## src/rtl/up_counter_mod_if.sv

```systemverilog
// Control/status bundle for the modulo-N up counter.
// Master drives control; slave is the counter.
interface up_counter_mod_if #(
  parameter int WIDTH = 3
);
  logic             start;
  logic             stop;
  logic             en;
  logic             clear;
  logic             load;
  logic [WIDTH-1:0] load_val;
  logic [WIDTH-1:0] count;
  logic             running;
  logic             tc;
  logic             wrap;
  logic             done;
  logic             load_err;

  modport master (
    output start, stop, en, clear, load, load_val,
    input  count, running, tc, wrap, done, load_err
  );

  modport slave (
    input  start, stop, en, clear, load, load_val,
    output count, running, tc, wrap, done, load_err
  );
endinterface

```

## src/rtl/up_counter_mod.sv

```systemverilog
// Synchronous modulo-N up counter with start/stop,
// parallel load, terminal-count/wrap flags and one-shot mode.
module up_counter_mod #(
  parameter int WIDTH   = 3,
  parameter int MOD     = 8,
  parameter int ONESHOT = 0
) (
  input  logic               clk,
  input  logic               reset,
  up_counter_mod_if.slave    bus
);

  typedef enum logic [1:0] {
    S_IDLE,
    S_RUN,
    S_DONE
  } state_e;

  localparam logic [WIDTH-1:0] MAX   = WIDTH'(MOD - 1);
  localparam logic [WIDTH:0]   MOD_W = (WIDTH+1)'(MOD);

  state_e           state_q;
  logic [WIDTH-1:0] count_q;
  logic             wrap_q;
  logic             err_q;

  logic at_max;
  logic inc;
  logic load_ok;

  assign at_max  = (count_q == MAX);
  assign inc     = (state_q == S_RUN) && bus.en
                   && !bus.clear && !bus.load;
  assign load_ok = ({1'b0, bus.load_val} < MOD_W);

  always_ff @(posedge clk or posedge reset) begin
    if (reset) begin
      state_q <= S_IDLE;
      count_q <= '0;
      wrap_q  <= 1'b0;
      err_q   <= 1'b0;
    end else begin
      wrap_q <= 1'b0;

      // count priority: clear > load > increment
      if (bus.clear) begin
        count_q <= '0;
        err_q   <= 1'b0;
      end else if (bus.load) begin
        if (load_ok) begin
          count_q <= bus.load_val;
        end else begin
          count_q <= '0;
          err_q   <= 1'b1;
        end
      end else if (inc) begin
        if (!at_max) begin
          count_q <= count_q + WIDTH'(1);
        end else if (ONESHOT == 0) begin
          count_q <= '0;
          wrap_q  <= 1'b1;
        end
      end else if (state_q == S_DONE
                   && bus.start && !bus.stop) begin
        count_q <= '0;
      end

      unique case (state_q)
        S_IDLE: begin
          if (bus.start && !bus.stop)
            state_q <= S_RUN;
        end
        S_RUN: begin
          if (bus.stop)
            state_q <= S_IDLE;
          else if (ONESHOT != 0 && inc && at_max)
            state_q <= S_DONE;
        end
        S_DONE: begin
          if (bus.start && !bus.stop)
            state_q <= S_RUN;
        end
        default: state_q <= S_IDLE;
      endcase
    end
  end

  assign bus.count    = count_q;
  assign bus.running  = (state_q == S_RUN);
  assign bus.done     = (state_q == S_DONE);
  assign bus.wrap     = wrap_q;
  assign bus.load_err = err_q;
  assign bus.tc       = at_max && bus.running && bus.en;

endmodule

```

## src/flat_wrapper.sv

```systemverilog
// flat-port wrapper written by rule: the top's interface ports become plain ports
module up_counter_mod_flat 
#(
  parameter int WIDTH   = 3,
  parameter int MOD     = 8,
  parameter int ONESHOT = 0
)
  (clk, reset, bus_start, bus_stop, bus_en, bus_clear, bus_load, bus_load_val, bus_count, bus_running, bus_tc, bus_wrap, bus_done, bus_load_err);
  up_counter_mod_if #(.WIDTH(WIDTH)) bus_i ();
  input  logic clk;
  input  logic reset;
  input wire logic [$bits(bus_i.start)-1:0] bus_start;
  input wire logic [$bits(bus_i.stop)-1:0] bus_stop;
  input wire logic [$bits(bus_i.en)-1:0] bus_en;
  input wire logic [$bits(bus_i.clear)-1:0] bus_clear;
  input wire logic [$bits(bus_i.load)-1:0] bus_load;
  input wire logic [$bits(bus_i.load_val)-1:0] bus_load_val;
  output wire logic [$bits(bus_i.count)-1:0] bus_count;
  output wire logic [$bits(bus_i.running)-1:0] bus_running;
  output wire logic [$bits(bus_i.tc)-1:0] bus_tc;
  output wire logic [$bits(bus_i.wrap)-1:0] bus_wrap;
  output wire logic [$bits(bus_i.done)-1:0] bus_done;
  output wire logic [$bits(bus_i.load_err)-1:0] bus_load_err;
  assign bus_i.start = bus_start;
  assign bus_i.stop = bus_stop;
  assign bus_i.en = bus_en;
  assign bus_i.clear = bus_clear;
  assign bus_i.load = bus_load;
  assign bus_i.load_val = bus_load_val;
  assign bus_count = bus_i.count;
  assign bus_running = bus_i.running;
  assign bus_tc = bus_i.tc;
  assign bus_wrap = bus_i.wrap;
  assign bus_done = bus_i.done;
  assign bus_load_err = bus_i.load_err;
  up_counter_mod #(.WIDTH(WIDTH), .MOD(MOD), .ONESHOT(ONESHOT)) u_core (.clk(clk), .reset(reset), .bus(bus_i));
endmodule
```

## config.mk

```make
export PLATFORM = sky130hd
export DESIGN_NAME = up_counter_mod_flat
export DESIGN_NICKNAME = d
export VERILOG_FILES = /design/src/rtl/up_counter_mod_if.sv /design/src/rtl/up_counter_mod.sv /design/src/flat_wrapper.sv
export SDC_FILE = /design/constraint.sdc
export NUM_CORES = 1
export LEC_CHECK = 0
export ABC_AREA = 1
export CAP_MARGIN = 10
export CORE_AREA = 4 4 41 43
export DETAILED_ROUTE_END_ITERATION = 8
export DIE_AREA = 0 0 45 47
export MAX_ROUTING_LAYER = met4
export PLACE_DENSITY_LB_ADDON = 0.08
export SLEW_MARGIN = 20
export SYNTH_ARGS = -nofsm -noshare
export SYNTH_HDL_FRONTEND = slang
export SYNTH_SLANG_ARGS = --single-unit
```

## constraint.sdc

```tcl
create_clock -name clk -period 1.2 [get_ports clk]
set_clock_uncertainty 0.15 [all_clocks]
set_input_delay 0.18 -clock clk [delete_from_list [all_inputs] [get_ports clk]]
set_output_delay 0.18 -clock clk [all_outputs]
set_load 0.01 [all_outputs]
```

==> impl_metrics.tcl <==
set metrics [dict create \
    synthTopCellsByCount "nand2_1 (17), dfrtp_1 (5), nor2_1 (4), inv_1 (3), nand3_1 (3)" \
    arrival_ps 1180 \
    drt_iter0_markers 8 \
    synth-compound-area-share_pct 0 \
    powerDensity_mw_per_mm2 834 \
    drv_cap 0 \
    die_area_sq_mm 0.00212 \
    design_area_sq_um 604 \
    routed_wl_um 750 \
    clock_path_buffers 2 \
    multi_input_area_sq_um 174 \
    vias 344 \
    avgViaCountPerCell 4.10 \
    yosysTopAreaCellShare_pct 41.8 \
    synth-seq-cells 5 \
    start_util_pct 23.0 \
    drive_gt1_share_pct 37.7 \
    endpoint_kind "output port" \
    holdPathStages 2 \
    synth.most_common_cell "nand2_1" \
    clock_sinks 5 \
    critPathLaunchType "register" \
    r2r_slack_ps -80 \
    cp_max_fo 2 \
    overflow 0 \
    final.fill_count 143 \
    tns_ps -639 \
    crit_cells 5 \
    synth_largest_area_cell "dfrtp_1" \
    dr.pass1.iters 4 \
    area_growth_pct 102 \
    synth-adder-area-share_pct 8.37 \
    critPathSlowestCell "dfrtp_1" \
    dpl.hpwl_um 612 \
    cp-endpoint "bus_tc" \
    leakage_nw 0.310 \
    netlist_area_sq_um 299 \
    yosys_most_used_dff "dfrtp_1" \
    wl_per_cell_um 8.93 \
    antenna_found_initial 0 \
    grt_max_degree 6 \
    clock-root-buffer "clkbuf_4" \
    status "complete, but fails checks" \
    path_clk_slew_ps 40 \
    cts_inserted_buffers 3 \
    startpoint "u_core.bus.count[1]" \
    path_cells "ha_2, ha_4, inv_4, nor2_4, buf_6" \
    core_area_sq_mm 0.00130 \
    max_freq_mhz 661 \
    rsz0062_at_grt "true" \
    avgSynthCellArea_sq_um 7.29 \
    synth_xor_area_share_pct 0 \
    routabilityCongestion 0.644 \
    slew_violations 0 \
    layout_min_cycle_time_ps 1510 \
    rr_startpoint "u_core.bus.count[1]" \
    synth-edff-count 0 \
    yosys.area_share.simple_pct 37.2 \
    hold-worst-slack_ps 320 \
    io_pins 18 \
    ys_async_sr_fraction_pct 100 \
    synth_area_leaders "dfrtp_1 (42%), nand2_1 (21%), ha_1 (8.4%)" \
    synth_cells 41 \
    die_height_um 47 \
    nets 82 \
    yosys_warnings 0 \
    antenna_left 0 \
    insertedDiodeCount 0 \
    h-tree-depth 1 \
    synth_cell_types 12 \
    ys_seq_area_share_pct 41.8 \
    insertion_delay_ps 240 \
    drcViolationCount 0 \
    grt_pass1_vias 311 \
    grt_pass1_wl_mm 1.26 \
    hold_viol_final 0 \
    slowest_delay_ps 380 \
    synth_mux_area_share_pct 0 \
    seqCellArea_sq_um 125 \
    setup_viol 6 \
    ir_drop_mv 0.449 \
    worst-path-buf-inv 2 \
    grt_usage_pct 9.18 \
    die_w_um 45 \
    violations "setup timing" \
    rr_endpoint "u_core.bus.wrap" \
    reg2reg_depth 4 \
    hp-class "input pin to register" \
    crit_family "flip-flops" \
    crit_type "register to output port" \
    required_ps 870 \
    setup_ws_ps -314 \
    core.rowCount 13 \
    fin_crit_sh_pct 126 \
    cts_tree "built" \
    synth_top_family_by_area "simple AND/OR/NAND/NOR gates" \
    numPortBuffers 15 \
    placedInstanceArea_sq_um 517 \
]
## metrics by stage
stage	std cells	util (%)	power, mW	setup WS, ps
after floorplan	42	-	0.230	-60.7
after global placement	75	39.7	0.298	-492
after detailed placement	75	39.7	0.298	-496
after CTS	82	44.8	0.508	-348
after global routing	84	46.4	0.544	-364
final	84	46.4	0.504	-314
## state kept, by name, summed over array words and instances (netlist names)
signal            count
u_core.bus.count      3
u_core.state_q        1
u_core.bus.wrap       1
## worst min path at each step
stage                        start                  end  slack [ps]
after floorplan              reset  u_core.bus.count[0]        -190
after global placement       reset      u_core.bus.wrap         240
after detailed placement     reset      u_core.bus.wrap         250
after CTS                 bus_stop    u_core.state_q[0]         310
after global routing      bus_stop    u_core.state_q[0]         310
final                     bus_stop    u_core.state_q[0]         320
## metal layers
layer  up-vias  share of wire (%)  global-route usage [%]
met5         -                  0                       -
met3         0                 12                    5.75
met2        18                 50                    14.1
li1        176                  -                       -
met1       150                 38                    10.1
met4         0                  0                    1.75
## power by group
part	internal [mW]	switching, mW
logic	0.0798	0.0532
registers	0.178	0.00610
clock network	0.125	0.0618
total	0.383	0.121
## cells in the final DEF (no fill, tap or decap), drive strengths merged, types with 2 or more instances in the layout
master         instances
clkbuf                 4
conb                   2
dfrtp                  5
ha                     2
nand3                  3
nand2                 17
buf                   14
inv                    4
nor2                   5
clkdlybuf4s50          9
## final cells by class
| type | instances | share of cell area (%) |
|---|---|---|
| multi-input cells | 30 | 28.8 |
| inverters | 5 | 3.52 |
| flip-flops and latches | 5 | 20.7 |
| repair buffers | 25 | 39.5 |
| well taps | 15 | 3.11 |
| clock buffers | 4 | 4.35 |
## kinds of logic (layout without fill, tap and decap cells)
kind of cell / after synthesis / count (layout)
adders and majority gates: 2 / 2
other: 1 / 2
buffers and inverters: 7 / 34
and+or+nand+nor: 26 / 26
DFF: 5 / 5
## what timing repair did
action / 4_1_cts / 5_1_grt
endpoints found under the hold margin: 5 / 0
pin swaps: 3 / 3
setup buffers: 2 / 2
hold buffers: 1 / 0
gates resized for setup: 30 / 3
endpoints found under the setup margin: 9 / 9
No activity file was read; power rests on OpenSTA's default activity.
